--- src/rtl/pc_sequencer.sv ---
// PC redirect/stall sequencer: arbitrates EX branches and ID jumps, buffers
// redirects that arrive while fetch cannot advance, and tracks memory waits.
module pc_sequencer #(
   parameter int unsigned TIMEOUT_CYCLES = 255
) (
   input  logic        i_clock,
   input  logic        i_reset,
   input  logic        i_exBranchTaken,
   input  logic [31:0] i_exBranchTarget,
   input  logic        i_idJumpValid,
   input  logic [31:0] i_idJumpTarget,
   input  logic        i_hazardStall,
   input  logic        i_imemReady,
   input  logic        i_haltRequest,
   input  logic        i_resumeRequest,
   output logic        o_pcStall,
   output logic        o_pcJumpEnabled,
   output logic [31:0] o_pcJumpValue,
   output logic        o_flushIF,
   output logic        o_flushID,
   output logic [1:0]  o_state,
   output logic        o_pendingValid,
   output logic        o_memTimeout,
   output logic [15:0] o_stallCycles
);

   localparam int unsigned WAIT_W  = 8;
   localparam int unsigned STALL_W = 16;
   localparam logic [WAIT_W-1:0] TIMEOUT_LIM = WAIT_W'(TIMEOUT_CYCLES);

   typedef enum logic [1:0] {
      ST_RUN      = 2'd0,
      ST_WAIT_MEM = 2'd1,
      ST_HALT     = 2'd2
   } state_t;

   state_t               r_state;
   state_t               w_state_next;
   logic                 r_pend_valid;
   logic                 r_pend_from_ex;
   logic [31:0]          r_pend_target;
   logic [WAIT_W-1:0]    r_wait_cnt;
   logic                 r_mem_timeout;
   logic [STALL_W-1:0]   r_stall_cnt;

   logic                 w_advance;
   logic                 w_live_valid;
   logic [31:0]          w_live_target;
   logic                 w_use_pending;
   logic                 w_live_accept;
   logic                 w_eff_valid;
   logic [31:0]          w_eff_target;
   logic                 w_eff_from_ex;
   logic [WAIT_W-1:0]    w_wait_inc;
   logic                 w_pend_valid_next;
   logic                 w_pend_from_ex_next;
   logic [31:0]          w_pend_target_next;

   // Redirect arbitration: a live EX branch beats both a live ID jump and a
   // buffered ID jump, since the ID jump sits on a path EX just squashed.
   assign w_advance     = (r_state == ST_RUN) & i_imemReady & ~i_hazardStall;
   assign w_live_valid  = i_exBranchTaken | i_idJumpValid;
   assign w_live_target = i_exBranchTaken ? i_exBranchTarget : i_idJumpTarget;
   assign w_use_pending = r_pend_valid & ~(i_exBranchTaken & ~r_pend_from_ex);
   assign w_live_accept = w_live_valid & ~(r_pend_valid & r_pend_from_ex & ~i_exBranchTaken);
   assign w_eff_valid   = w_use_pending | w_live_valid;
   assign w_eff_target  = w_use_pending ? r_pend_target  : w_live_target;
   assign w_eff_from_ex = w_use_pending ? r_pend_from_ex : i_exBranchTaken;
   assign w_wait_inc    = (r_wait_cnt == {WAIT_W{1'b1}}) ? r_wait_cnt : r_wait_cnt + WAIT_W'(1);

   assign o_pcStall       = ~w_advance;
   assign o_pcJumpEnabled = w_eff_valid;
   assign o_pcJumpValue   = w_eff_valid ? w_eff_target : 32'h0;
   assign o_flushIF       = w_advance & w_eff_valid;
   assign o_flushID       = w_advance & w_eff_valid & w_eff_from_ex;
   assign o_state         = r_state;
   assign o_pendingValid  = r_pend_valid;
   assign o_memTimeout    = r_mem_timeout;
   assign o_stallCycles   = r_stall_cnt;

   // Next state of the fetch FSM
   always_comb begin
      w_state_next = r_state;
      case (r_state)
         ST_RUN: begin
            if (i_haltRequest)     w_state_next = ST_HALT;
            else if (!i_imemReady) w_state_next = ST_WAIT_MEM;
         end
         ST_WAIT_MEM: begin
            if (i_haltRequest)     w_state_next = ST_HALT;
            else if (i_imemReady)  w_state_next = ST_RUN;
         end
         ST_HALT: begin
            if (i_resumeRequest && !i_haltRequest) w_state_next = ST_RUN;
         end
         default: w_state_next = ST_RUN;
      endcase
   end

   // Pending buffer: consumed when fetch advances, refilled by any redirect that
   // could not be applied this cycle.
   always_comb begin
      w_pend_valid_next   = r_pend_valid;
      w_pend_from_ex_next = r_pend_from_ex;
      w_pend_target_next  = r_pend_target;
      if (w_advance) begin
         if (w_use_pending && w_live_accept) begin
            w_pend_valid_next   = 1'b1;
            w_pend_from_ex_next = i_exBranchTaken;
            w_pend_target_next  = w_live_target;
         end else begin
            w_pend_valid_next   = 1'b0;
         end
      end else if (w_live_accept) begin
         w_pend_valid_next   = 1'b1;
         w_pend_from_ex_next = i_exBranchTaken;
         w_pend_target_next  = w_live_target;
      end
   end

   always_ff @(posedge i_clock or negedge i_reset) begin
      if (!i_reset) begin
         r_state <= ST_RUN;
      end else begin
         r_state <= w_state_next;
      end
   end

   always_ff @(posedge i_clock or negedge i_reset) begin
      if (!i_reset) begin
         r_pend_valid   <= 1'b0;
         r_pend_from_ex <= 1'b0;
         r_pend_target  <= 32'h0;
      end else begin
         r_pend_valid   <= w_pend_valid_next;
         r_pend_from_ex <= w_pend_from_ex_next;
         r_pend_target  <= w_pend_target_next;
      end
   end

   // Memory-wait counter and sticky timeout
   always_ff @(posedge i_clock or negedge i_reset) begin
      if (!i_reset) begin
         r_wait_cnt    <= '0;
         r_mem_timeout <= 1'b0;
      end else if (r_state == ST_WAIT_MEM) begin
         if (w_wait_inc >= TIMEOUT_LIM) r_mem_timeout <= 1'b1;
         r_wait_cnt <= (w_state_next == ST_WAIT_MEM) ? w_wait_inc : '0;
      end else begin
         r_wait_cnt <= '0;
      end
   end

   always_ff @(posedge i_clock or negedge i_reset) begin
      if (!i_reset) begin
         r_stall_cnt <= '0;
      end else if (o_pcStall && (r_stall_cnt != {STALL_W{1'b1}})) begin
         r_stall_cnt <= r_stall_cnt + STALL_W'(1);
      end
   end

endmodule

--- config.mk ---
export PLATFORM = sky130hd
export DESIGN_NAME = pc_sequencer
export DESIGN_NICKNAME = d
export VERILOG_FILES = /design/src/rtl/pc_sequencer.sv
export SDC_FILE = /design/constraint.sdc
export NUM_CORES = 1
export LEC_CHECK = 0
export ABC_AREA = 1
export BUFFER_PORTS_ARGS = -buffer_cell sky130_fd_sc_hd__buf_2
export CORE_ASPECT_RATIO = 1.5
export CORE_UTILIZATION = 52
export CTS_BUF_LIST = sky130_fd_sc_hd__clkbuf_8
export DETAILED_ROUTE_END_ITERATION = 6
export PLACE_DENSITY = 0.83
export SLEW_MARGIN = 15
export SYNTH_ARGS = -nofsm -noshare
export SYNTH_HDL_FRONTEND = slang
export SYNTH_SLANG_ARGS = --single-unit
--- constraint.sdc ---
create_clock -name i_clock -period 1.53 [get_ports i_clock]
set_input_delay 0.306 -clock i_clock [delete_from_list [all_inputs] [get_ports i_clock]]
set_output_delay 0.306 -clock i_clock [all_outputs]
set_load 0.01 [all_outputs]
# ---- Word level (Yosys, flattened, before mapping)
# Index checks and enable logic that the tools add are counted.
dict set report word_totals {
  register_bits 61
  in_bits 72
  out_inout_bits 56
}
dict set report op_classes {
  order_cmp 1
  reduce_logical 8
  bitwise_logic 17
  add_sub_neg 2
  n_eq_ne 6
  n_mux 22
}
# op n
set op_table {}
lappend op_table {{2-to-1 mux 32 bit} 6}
lappend op_table {{2-to-1 mux 8 bit} 3}
lappend op_table {{adder 16 x 1 -> 16 bit, second input constant} 1}
lappend op_table {{inequality test 16 bit, second input constant} 1}
lappend op_table {{2-to-1 mux 2 bit} 5}
lappend op_table {{AND 1 bit} 9}
lappend op_table {{adder 8 x 1 -> 8 bit, second input constant} 1}
lappend op_table {{equality test 8 bit, second input constant} 1}
lappend op_table {{>= comparator 8 bit, second input constant} 1}
lappend op_table {{2-to-1 mux 1 bit} 7}
lappend op_table {{NOT 1 bit} 6}
lappend op_table {{case mux 2 bit (3 select lines)} 1}
lappend op_table {{equality test 2 x 1 -> 1 bit, second input constant} 2}
lappend op_table {{AND reduction 2 bit} 2}
lappend op_table {{logical AND 1 bit} 3}
lappend op_table {{equality test 2 bit, second input constant} 1}
lappend op_table {{zero test 2 bit} 1}
lappend op_table {{inequality test 2 x 1 -> 1 bit, second input constant} 1}
lappend op_table {{bitwise OR 1 bit} 2}
lappend op_table {{nonzero test 2 bit} 1}
lappend op_table {{zero test 1 bit} 1}

# ---- Depth between registers and ports, before layout
# Gate-level depths: netlist (run 1).
dict set report depth {
  ltp_word 7
  ltp_mapped 11
}

# ---- Least setup slack after synthesis (run 1)
# Ideal clock, no wire load.
dict set report synth_path {
  path_kind {register to output}
  from {reg r_pend_valid, in the netlist o_pendingValid}
  to {out o_pcJumpValue[13]}
  n_path_buf 1
  arrival_time_ns 1.367
  path_slack_ns -0.143
  t_required_ns 1.224
  path_stages_with_launch 7
  cell_sequence {dfrtp_1 nand2_1 o21ai_2 inv_2 clkbuf_1 nor2_1 a211oi_1}
}
dict set report synth_via {
  elab_chain_len 3
}
# element line_no
set synth_lines {}
lappend synth_lines {{start: declaration} 39} ;# logic r_pend_valid;
lappend synth_lines {{start signal: assignment} 135} ;# r_pend_valid <= w_pend_valid_next;
lappend synth_lines {{AND 1 bit *} 64} ;# assign w_use_pending = r_pend_valid & ~(i_exBranchTaken & ~r_pend_from_ex);
lappend synth_lines {{2-to-1 mux 32 bit or bitwise OR 1 bit (tied branches)} {67, 66}}
lappend synth_lines {{2-to-1 mux 32 bit *} 73} ;# assign o_pcJumpValue = w_eff_valid ? w_eff_target : 32'h0;
lappend synth_lines {{end: declaration} 18} ;# output logic [31:0] o_pcJumpValue,
# Every way passes the cells marked *; elsewhere a longest branch is shown, timed or not.

# ---- Worst setup path after layout (run 1)
dict set report layout_path {
  from {reg r_pend_valid, in the netlist o_pendingValid}
  to {out o_pcJumpValue[22]}
}
# The elaborated chain is that of the path after synthesis.

==> key figures, run 1 <==
Run status
  • Outcome: complete, but fails checks
  • Failing checks: DRC, setup timing

Routing
  • Vias per std cell: 5.324
  • Post-DRT Antenna Nets: 0
  • Initial DRT Pass Iterations: 7
  • WL final: 11.22 mm
  • DR vias: 4275
  • WL/cell: ~14 um
  • First-iteration detailed-routing DRC count: roughly 290
  • DRC: 2

Synthesis
  • Synth Cell Area: about 0.0037 mm2
  • Synth Register Bits: 61
  • Post-synthesis sequential area ratio: about 40%
  • Avg Cell Area, Syn: 6.940 um2
  • Synthesized Nets: ~600
  • Synth Warn #: 0
  • Yosys cell types: 32
  • Syn Inst Count: 540

Layout
  • Ant. Diodes: 0
  • Reg area: 0.001529 mm2
  • Fin util: 79.76%
  • Post-layout net count: 794
  • Fin cells: 803
  • # fillers: 463
  • Area delta synth->final: 46.81%
  • Layout cells sized above 1: 36.28%
  • Multi-input logic area: 0.002041 mm2

Worst setup path
  • Crit path max fanout: 6
  • Worst Path Arrival: 1720 ps
  • Worst Path Required: around 1200 ps
  • Worst setup EP type: output port
  • Setup crit start kind: flop
  • Reg2Reg Setup Slack: -240 ps
  • CP Class: reg -> out

Clocking
  • Clock latency at the later pin of the worst-skew pair: 350 ps
  • CTS tree: built
  • Largest buffer count on any clock path: 2
  • CTS buffer count: 9
  • CTS root buffer: clkbuf_8
  • Clock transition at path regs: 70 ps
  • H-tree levels: 3
  • Clock sinks: between 60 and 70

Die
  • Initial Util: 54.33%
  • Die height: 106.0 um
  • I/O pin count: roughly 130
  • Die ar.: approximately 0.0076 mm2
  • Site row count: 37
  • Horiz. Die Dim: roughly 71 um
  • Core Region: a little under 0.007 mm2

STA
  • Final Cycle Share: 132.4%
  • Final setup violation count: 70
  • Worst-Margin Slew: about 320 ps
  • Final Max Tran Viols: 0
  • Max-slew headroom: between 70 and 80%
  • Setup Skew: around 10 ps
  • Worst Slack Setup Final: -496.3 ps
  • Endpoints failing hold: 0
  • RSZ-0062 raised after global routing: true
  • Post-layout min period: 2026 ps
  • Fmax: 0.4935 GHz

Placed design
  • Placer Congestion: approximately 0.86
  • DP Cell Count: 764
  • Final HPWL DP: 6.969 mm
  • I/O Buffers: about 130

Power
  • VDD IR max: 0.5836 mV
  • Leakage: 0.002949 uW
  • Pwr dens: 1022 mW/mm2

Job
  • Max Cap Viol: 0

Global route
  • First-pass GRT wire length: around 17 mm
  • Global route overflow: 0
  • GRT Resource Usage Total: 29.42%
  • Vias in the first global route: 4036
  • Pin count of the biggest net entering global routing: 62
  • Initial antenna violation count: 0

Min path
  • Worst Hold Class: in -> reg
==> power by group <==
group / internal (uW) / switching (uW) / total (uW)
sequential: 1850 / 187 / 2030
clock: 995 / 666 / 1660
combinational: 916 / 1010 / 1930
==> path summary, 6_finish.rpt <==
kind / startpoint / end / cells past startpoint
worst min-delay path: i_haltRequest / r_wait_cnt[6]$_DFF_PN0_ / 2
min in group asynchronous: i_reset / o_memTimeout$_DFFE_PN0P_ / 3
max in group asynchronous: i_reset / o_stallCycles[3]$_DFFE_PN0P_ / 3
worst min register to register: o_memTimeout$_DFFE_PN0P_ / o_memTimeout$_DFFE_PN0P_ / 2
worst max-delay path: o_pendingValid$_DFFE_PN0P_ / o_pcJumpValue[22] / 6
worst max register to register: o_pendingValid$_DFFE_PN0P_ / r_pend_target[10]$_DFFE_PN0P_ / 10
==> placed cells by master (no fill, tap or decap), drive strengths merged, types with 2 or more instances in the layout <==
cell / Yosys / routed
a211oi: 32 / 32
a21oi: 7 / 7
buf: 17 / 190
bufinv: 0 / 2
clkbuf: 10 / 15
clkinv: 1 / 3
dfrtp: 61 / 61
ha: 2 / 2
inv: 54 / 55
nand2: 211 / 211
nand3: 17 / 17
nand3b: 2 / 2
nand4: 2 / 2
nor2: 62 / 62
nor3: 4 / 4
o21ai: 39 / 39
xnor2: 11 / 11
xor2: 5 / 5
==> kinds of logic (layout without fill, tap and decap cells) <==
kind of cell | Yosys count | count (layout) | synth area share [%]
compound gates | 80 | 80 | 13.16
xor+xnor | 16 | 16 | 3.739
flops | 61 | 61 | 40.73
buf+inv | 82 | 267 | 9.816
simple gates | 299 | 299 | 31.89
fa+ha+maj | 2 | 2 | 0.6677
==> metal layers <==
metal	global-route usage, %	share of wire [%]
met5	0	0
met4	12.57	3.7
met3	6.161	5.5
met2	52.45	52
met1	33.44	39
==> final cells by class <==
cell class	count	share of cell area, %
multi-input cells	397	37.09
flip-flops and latches	61	27.79
repair buffers	196	25.36
inverters	55	3.889
clock buffers	11	2.752
well taps	78	1.774
clock inverters	5	1.342
==> per-stage QoR <==
step / setup slack (ps) / hold WS (ps) / instance area [um2] / power, uW / setup TNS (ps)
2_1_floorplan: -77.27 / 10.41 / 3750 / 2918 / -2344
3_3_place_gp: -224.8 / 341.6 / 4755 / 3571 / -3986
3_5_place_dp: -252.9 / 340.4 / 4755 / 3621 / -4825
4_1_cts: -456.8 / 134.3 / 5225 / 5406 / -14150
5_1_grt: -585.9 / 147.4 / 5502 / 5915 / -24100
6_report: -496.3 / 151.8 / 5502 / 5624 / -19180
==> worst max-delay path: stages (launching register included) <==
cell and delay [ps]:
dfrtp_1 410, inv_2 80, o21ai_4 190, inv_4 100, buf_4 150, a211oi_2 260, buf_2 180
==> cell usage after synthesis (all sizes together) <==
cell,count,share of area (%)
a211oi,32,6.4
a21boi,1,0.20
a21oi,7,0.93
buf,17,3.2
clkbuf,10,1.0
clkinv,1,0.10
dfrtp,61,41
ha,2,0.67
inv,54,5.5
nand2,211,21
nand3,17,2.5
nand3b,2,0.40
nand4,2,0.33
nor2,62,6.5
nor3,4,0.53
o21ai,39,5.4
o21bai,1,0.20
or4,1,0.20
xnor2,11,2.6
xor2,5,1.2
==> flip-flops by register name (all words and copies together), names as in the netlist <==
signal and count:
o_pendingValid 1, r_pend_target 32, o_memTimeout 1, r_pend_from_ex 1, r_wait_cnt 8, o_stallCycles 16, o_state 2
==> what timing repair did <==
| action | in CTS | in global routing |
|---|---|---|
| pin swaps | 3 | 3 |
| endpoints found under the setup margin | 36 | 85 |
| buffers inserted | 3 | 13 |
| hold buffers | 1 | 0 |
| gates resized for setup | 37 | 27 |
| hold endpoints to repair | 61 | 0 |
| gates cloned | 2 | 4 |
Note: power is estimated with default switching activity, not from simulation.
==> run 2: changes to the inputs <==
ABC_AREA = unset   (was 1)
CELL_PAD_IN_SITES_DETAIL_PLACEMENT = 0   (was unset)
CELL_PAD_IN_SITES_GLOBAL_PLACEMENT = 2   (was unset)
CORE_UTILIZATION = 30   (was 52)
PLACE_DENSITY = 0.84   (was 0.83)
==> run 2 against run 1 <==
Net effect: the run ends with setup timing left; synthesized cell count is 35% lower; critical path depth stayed put; sequential share of layout area is 3.3 points lower; utilization is 23 points lower; cell area is 13% higher; register-to-register slack worse by 40 ps; total power is 3.2% higher; non-clock buffer count is 58 higher; clock-buffer cell count is 2 lower.
==> key figures, run 2 <==
Run status
  • Outcome: complete, but fails checks
  • Failing checks: setup timing

STA
  • Fmax: 0.5083 GHz (+3.0%)
  • Final setup TNS: -24670 ps (-5488 ps)
  • Worst-Margin Slew: 516.3 ps (+193.7 ps)
  • RSZ-0062 raised after global routing: true
  • Setup Skew: 11.07 ps (+0.6307 ps)
  • Endpoints failing hold: 0 (unchanged)
  • Final Max Tran Viols: 0 (unchanged)
  • Post-layout min period: 1967 ps (-59.10 ps)
  • Final setup violation count: 87 (+24%)
  • Max-slew headroom: 65.39% (-13 points)
  • Hold slack final: 139.4 ps (-12.34 ps)
  • Final Cycle Share: 128.6% (-3.9 points)
  • Worst Slack Setup Final: -437.2 ps (+59.10 ps)

Global route
  • Initial antenna violation count: 1 (+1)
  • First-pass GRT wire length: 17.92 mm (+2.6%)
  • GRT Resource Usage Total: 20.11% (-9.3 points)
  • Pin count of the biggest net entering global routing: 62 (unchanged)
  • Global route overflow: 0 (unchanged)
  • Vias in the first global route: 3764 (-6.7%)

Power
  • Leakage: 0.002874 uW (-2.5%)
  • Pwr dens: 931.4 mW/mm2 (-8.9%)
  • VDD IR max: 0.7113 mV (+22%)

Synthesis
  • Synth Register Bits: 61 (unchanged)
  • Syn Inst Count: 351 (-35%)
  • Most frequent cells after synthesis: nor2_1, dfrtp_1, a21oi_1
  • Synth Cell Area: 0.003367 mm2 (-10%)
  • Synth Warn #: 0 (unchanged)
  • Avg Cell Area, Syn: 9.593 um2 (+38%)
  • Synth async-reset ratio: 100.0% (unchanged)
  • Yosys cell types: 40 (+25%)
  • Post-synth EDFFs: 0 (unchanged)
  • Top-area cell type share of the netlist area: 45.34% (+4.6 points)
  • Cell with the most instances after synthesis: nor2_1
  • Leading area contributor after synthesis: dfrtp_1
  • Synthesized Nets: 425 (-31%)
  • Post-synthesis sequential area ratio: 45.34% (+4.6 points)
  • Ys flop type: dfrtp_1
  • Top post-synthesis cells by area: dfrtp_1, mux2i_1, nor2_1, a211oi_1, a21oi_1

Worst setup path
  • R2R Path Start: o_state[0]$_DFF_PN0_
  • Crit path max fanout: 14 (+8)
  • Worst r2r dst: o_stallCycles[4]$_DFFE_PN0P_
  • Setup crit start kind: flop
  • CP Class: reg -> out
  • Worst setup EP type: output port
  • Reg2Reg Setup Slack: -280 ps (-40 ps)
  • Worst Path Arrival: 1660 ps (-60 ps)
  • Reg2Reg Depth: 9 (-1)
  • Worst Path Required: 1220 ps (about the same)

Placed design
  • I/O Buffers: 127 (unchanged)
  • Placer Congestion: 0.7351 (-14%)
  • DP Cell Count: 684 (-10%)
  • Final HPWL DP: 7.017 mm (+0.69%)

Routing
  • Post-DRT Antenna Nets: 0 (unchanged)
  • Vias per std cell: 4.802 (-9.8%)
  • Initial DRT Pass Iterations: 4 (-3)
  • Met3 wire len: 388 um (-37%)
  • DRC: 0 (-2)
  • First-iteration detailed-routing DRC count: 79 (-72%)
  • Wl on met1: 4.303 mm (-0.85%)
  • DR vias: 3587 (-16%)
  • WL final: 11.32 mm (+0.92%)
  • DR WL met2: 6.267 mm (+7.1%)
  • WL/cell: 15.16 um (+8.5%)
  • Top Layer Used: met4

Clocking
  • Largest buffer count on any clock path: 2 (unchanged)
  • CTS root buffer: clkbuf_8
  • Clock latency at the later pin of the worst-skew pair: 350 ps (about the same)
  • CTS tree: built
  • Clock transition at path regs: 70 ps (about the same)
  • Clock sinks: 61 (unchanged)
  • H-tree levels: 3 (unchanged)
  • CTS buffer count: 9 (unchanged)

Die
  • Horiz. Die Dim: 88.50 um (+24%)
  • Die ar.: 0.01166 mm2 (+54%)
  • Initial Util: 30.62% (-24 points)
  • Site row count: 47 (+27%)
  • Core Region: 0.01100 mm2 (+59%)
  • I/O pin count: 128 (unchanged)
  • Die height: 131.8 um (+24%)

Job
  • Max Cap Viol: 0 (unchanged)

Min path
  • Worst Hold Class: in -> reg
  • Worst Hold Depth: 2 (unchanged)
  • Hold path startpoint: i_haltRequest
  • Endpoint, Worst Hold: o_state[0]$_DFF_PN0_

Layout
  • Fin util: 56.68% (-23 points)
  • Layout cells sized above 1: 63.77% (+27 points)
  • Largest register FFs: 32 (unchanged)
  • Area delta synth->final: 85.14%
  • Commonest non-fill, non-tap cell in the layout: buf_2
  • Most frequent cells in the layout: buf_2, buf_4, dfrtp_1
  • Fin cells: 747 (-7.0%)
  • Reg with most FFs: r_pend_target
  • Post-layout net count: 668 (-16%)
## run 2: cell count changes after synthesis, sizes merged, moves of 3 or more
cell	before	now
xor2	5	9
mux2i	0	33
nor2	62	72
nand4	2	6
and4	0	4
clkbuf	10	4
nor4b	0	3
o21ai	39	4
and3	0	3
a21oi	7	45
nand3	17	7
nand2	211	11
inv	54	5
## run 2: metrics by stage
stage               area (um2)  total power (uW)  worst slack, ps
floorplan                 3586              2998           -94.98
global placement          4976              3865           -177.3
detailed placement        4976              3914           -201.2
CTS                       6067              5772           -448.3
global route              6233              6127           -478.0
finish                    6233              5806           -437.2
## run 2: worst max-delay path, stage by stage (launching register included)
cell	delay, ps
dfrtp_2	440
o21ai_4	80
buf_12	150
buf_6	120
buf_16	150
a211oi_2	180
buf_2	180
## run 2: worst max path at each step
stage,from,end,slack [ps],cells past startpoint
after CTS,r_pend_from_ex$_DFFE_PN0P_,o_pcJumpValue[0],-450,6
after global routing,o_pendingValid$_DFFE_PN0P_,o_pcJumpValue[18],-480,6
after detailed placement,i_exBranchTaken,o_pcJumpValue[5],-200,5
after global placement,i_exBranchTaken,o_pcJumpValue[30],-180,6
after floorplan,i_exBranchTaken,o_pcJumpValue[1],-90,6
final,o_pendingValid$_DFFE_PN0P_,o_pcJumpValue[8],-440,6
## run 2: logic make-up after synthesis
family / count (synthesis) / share of synthesized area, %
simple gates: 121 / 17.99
compound gates: 86 / 15.61
flops: 61 / 45.34
mux: 34 / 10.26
buf+inv: 28 / 5.128
xor+xnor: 19 / 4.942
fa+ha+maj: 2 / 0.7431
## run 2: where the power goes
group          internal (uW)  switching [uW]
registers               1850             201
logic                   1250            1070
clock network            743             688
total                   3840            1960
## run 2: what timing repair did
action	in CTS	in global routing
buffers inserted	30	6
hold endpoints to repair	61	0
cloned	11	2
setup endpoints to repair	81	91
hold buffers	1	0
pin swaps	20	14
resized for setup	104	32
## run 2: layout make-up
| class | instances | area [um2] |
|---|---|---|
| clock inverters | 7 | 67.56 |
| repair buffers | 254 | 2057 |
| flip-flops and latches | 61 | 1528 |
| diodes | 1 | 2.502 |
| clock buffers | 9 | 123.9 |
| well taps | 147 | 183.9 |
| fillers | 998 | 4763 |
| inverters | 5 | 21.27 |
| multi-input cells | 263 | 2250 |
## run 2: routing by layer
metal  global-route usage [%]  vias up
met5                        0        -
met4                    9.767        0
met3                    2.192       22
met2                    37.01      104
met1                    22.12     1714
li1                         -     1747
==> run 3: changes to the inputs <==
SETUP_SLACK_MARGIN = 0.3   (was unset)
==> run 3 against run 2 <==
Net effect: the flow still finishes with violations (setup timing); routed wire length is 0.99% higher; setup slack worse by 35 ps; die area stayed put; flip-flop and latch count stayed put; non-clock buffer count is 22 higher; register-to-register slack better by 80 ps; clock-buffer cell count is 1 higher; fmax is 1.7% lower; critical path type unchanged; largest power group unchanged.
==> key figures, run 3 (synthesis results as in run 2) <==
Routing
  • Initial DRT Pass Iterations: 4 (unchanged)
  • Met3 wire len: 432 um (+11%)
  • Post-DRT Antenna Nets: 0 (unchanged)
  • WL final: 11.44 mm (+0.99%)
  • Vias per std cell: 4.711 (-1.9%)
  • WL/cell: 14.91 um (-1.6%)
  • DR vias: 3613 (+0.72%)
  • Top Layer Used: met4
  • DRC: 0 (unchanged)
  • First-iteration detailed-routing DRC count: 144 (+82%)
  • DR WL met2: 6.425 mm (+2.5%)
  • Wl on met1: 4.396 mm (+2.2%)

Layout
  • Area delta synth->final: 108.8%
  • # fillers: 861 (-14%)
  • Reg area: 0.001533 mm2 (+0.33%)
  • Commonest non-fill, non-tap cell in the layout: buf_2
  • Post-layout net count: 689 (+3.1%)
  • Largest register FFs: 32 (unchanged)
  • Multi-input logic area: 0.002634 mm2 (+17%)
  • Ant. Diodes: 0 (-1)
  • Reg with most FFs: r_pend_target
  • Layout cells sized above 1: 75.32% (+12 points)
  • Most frequent cells in the layout: buf_2, buf_6, buf_4

Placed design
  • Final HPWL DP: 7.207 mm (+2.7%)
  • Placement Setup Slack: -186.6 ps (+14.59 ps)
  • Placer Congestion: 0.7288 (-0.86%)
  • I/O Buffers: 127 (unchanged)

Clocking
  • Largest buffer count on any clock path: 2 (unchanged)
  • Clock latency at the later pin of the worst-skew pair: 350 ps (about the same)
  • CTS root buffer: clkbuf_8
  • Clock transition at path regs: 70 ps (about the same)
  • Clock sinks: 61 (unchanged)
  • CTS buffer count: 9 (unchanged)
  • H-tree levels: 3 (unchanged)
  • CTS tree: built

STA
  • RSZ-0062 raised after global routing: true
  • Final setup violation count: 81 (-6.9%)
  • Final setup TNS: -18800 ps (+5875 ps)
  • Final Max Tran Viols: 0 (unchanged)
  • Post-layout min period: 2002 ps (+34.95 ps)
  • Endpoints failing hold: 0 (unchanged)
  • Fmax: 0.4995 GHz (-1.7%)
  • Max-slew headroom: 73.46% (+8.1 points)
  • Worst-Margin Slew: 397.2 ps (-119.1 ps)
  • Worst Slack Setup Final: -472.2 ps (-34.95 ps)
  • Final Cycle Share: 130.9% (+2.3 points)
  • Setup Skew: 8.623 ps (-2.446 ps)

Die
  • Initial Util: 30.62% (unchanged)
  • Core Region: 0.01100 mm2 (unchanged)
  • I/O pin count: 128 (unchanged)
  • Horiz. Die Dim: 88.50 um (unchanged)
  • Die height: 131.8 um (unchanged)
  • Site row count: 47 (unchanged)
  • Die ar.: 0.01166 mm2 (unchanged)

Run status
  • Failing checks: setup timing
  • Outcome: complete, but fails checks

Global route
  • Initial antenna violation count: 0 (-1)
  • Pin count of the biggest net entering global routing: 32 (-48%)
  • GRT Resource Usage Total: 19.46% (-0.65 points)
  • First-pass GRT wire length: 17.65 mm (-1.5%)
  • Global route overflow: 0 (unchanged)
  • Vias in the first global route: 3760 (-0.11%)

Worst setup path
  • CP Cell Sequence: o21ai_4 -> buf_12 -> buf_16 -> buf_12 -> a211oi_2 -> buf_2
  • Worst setup EP type: output port
  • Setup crit start kind: flop
  • Worst Path Arrival: 1700 ps (+40 ps)
  • Worst Path Required: 1220 ps (about the same)
  • Crit path max fanout: 13 (-1)
  • Slowest cell on crit path: dfrtp_2
  • CP Class: reg -> out
  • Worst path max stage delay: 450 ps (about the same)
  • Most used cell, CP: buf_12

Job
  • Max Cap Viol: 0 (unchanged)

Power
  • VDD IR max: 1.061 mV (+49%)
  • Leakage: 0.003136 uW (+9.1%)
  • Pwr dens: 921.1 mW/mm2 (-1.1%)

Min path
  • Worst Hold Class: in -> reg
-- run 3: power breakdown --
group | total, uW | internal, uW | switching [uW]
Clock | 1470 | 790 | 677
Combinational | 2890 | 1670 | 1220
Sequential | 2120 | 1850 | 264
-- run 3: stage by stage --
stage	cell area, um2	util [%]	hold WS, ps	cells	total power [uW]
floorplan	3941	-	10.41	351	3200
global placement	5325	48.42	174.3	698	4060
detailed placement	5325	48.42	174.8	698	4125
CTS	6437	58.54	137.3	747	6157
global route	7032	63.94	149.5	767	6819
finish	7032	63.94	153.0	767	6477
-- run 3: cell type report --
type / count / share of cell area, %
Clock buffer: 10 / 1.957
Sequential cell: 61 / 21.80
Timing Repair Buffer: 276 / 34.95
Multi-Input combinational cell: 262 / 37.46
Inverter: 5 / 0.3381
Tap cell: 147 / 2.616
Clock inverter: 6 / 0.8897
-- run 3: path summary, 6_finish.rpt --
path	start	end	slack [ps]	depth (start not counted)
min in group asynchronous	i_reset	r_pend_target[10]$_DFFE_PN0P_	330	2
max in group asynchronous	i_reset	r_pend_target[2]$_DFFE_PN0P_	700	3
hold reg to reg	r_pend_target[0]$_DFFE_PN0P_	r_pend_target[0]$_DFFE_PN0P_	560	2
hold / removal	i_haltRequest	o_state[0]$_DFF_PN0_	150	2
setup / recovery	o_pendingValid$_DFFE_PN0P_	o_pcJumpValue[22]	-470	6
setup reg to reg	o_state[0]$_DFF_PN0_	r_pend_target[29]$_DFFE_PN0P_	-200	8
-- run 3: layer usage --
layer | GRT usage (%) | vias up
li1 | - | 1773
met1 | 21.68 | 1743
met2 | 35.68 | 84
met3 | 3.507 | 13
met4 | 7.168 | 0
met5 | 0 | -
-- run 3: repair_timing --
item	CTS	global route
pin swaps	27	23
resized for setup	131	84
hold endpoints to repair	5	0
cloned	8	3
hold buffers	1	0
buffers inserted	24	17
endpoints found under the setup margin	114	114
-- run 3: critical path, delay by kind of cell (launching register included) --
| kind | cells | cell delay (ps) |
|---|---|---|
| flops | 1 | 450 |
| buf+inv | 4 | 610 |
| compound gates | 2 | 280 |
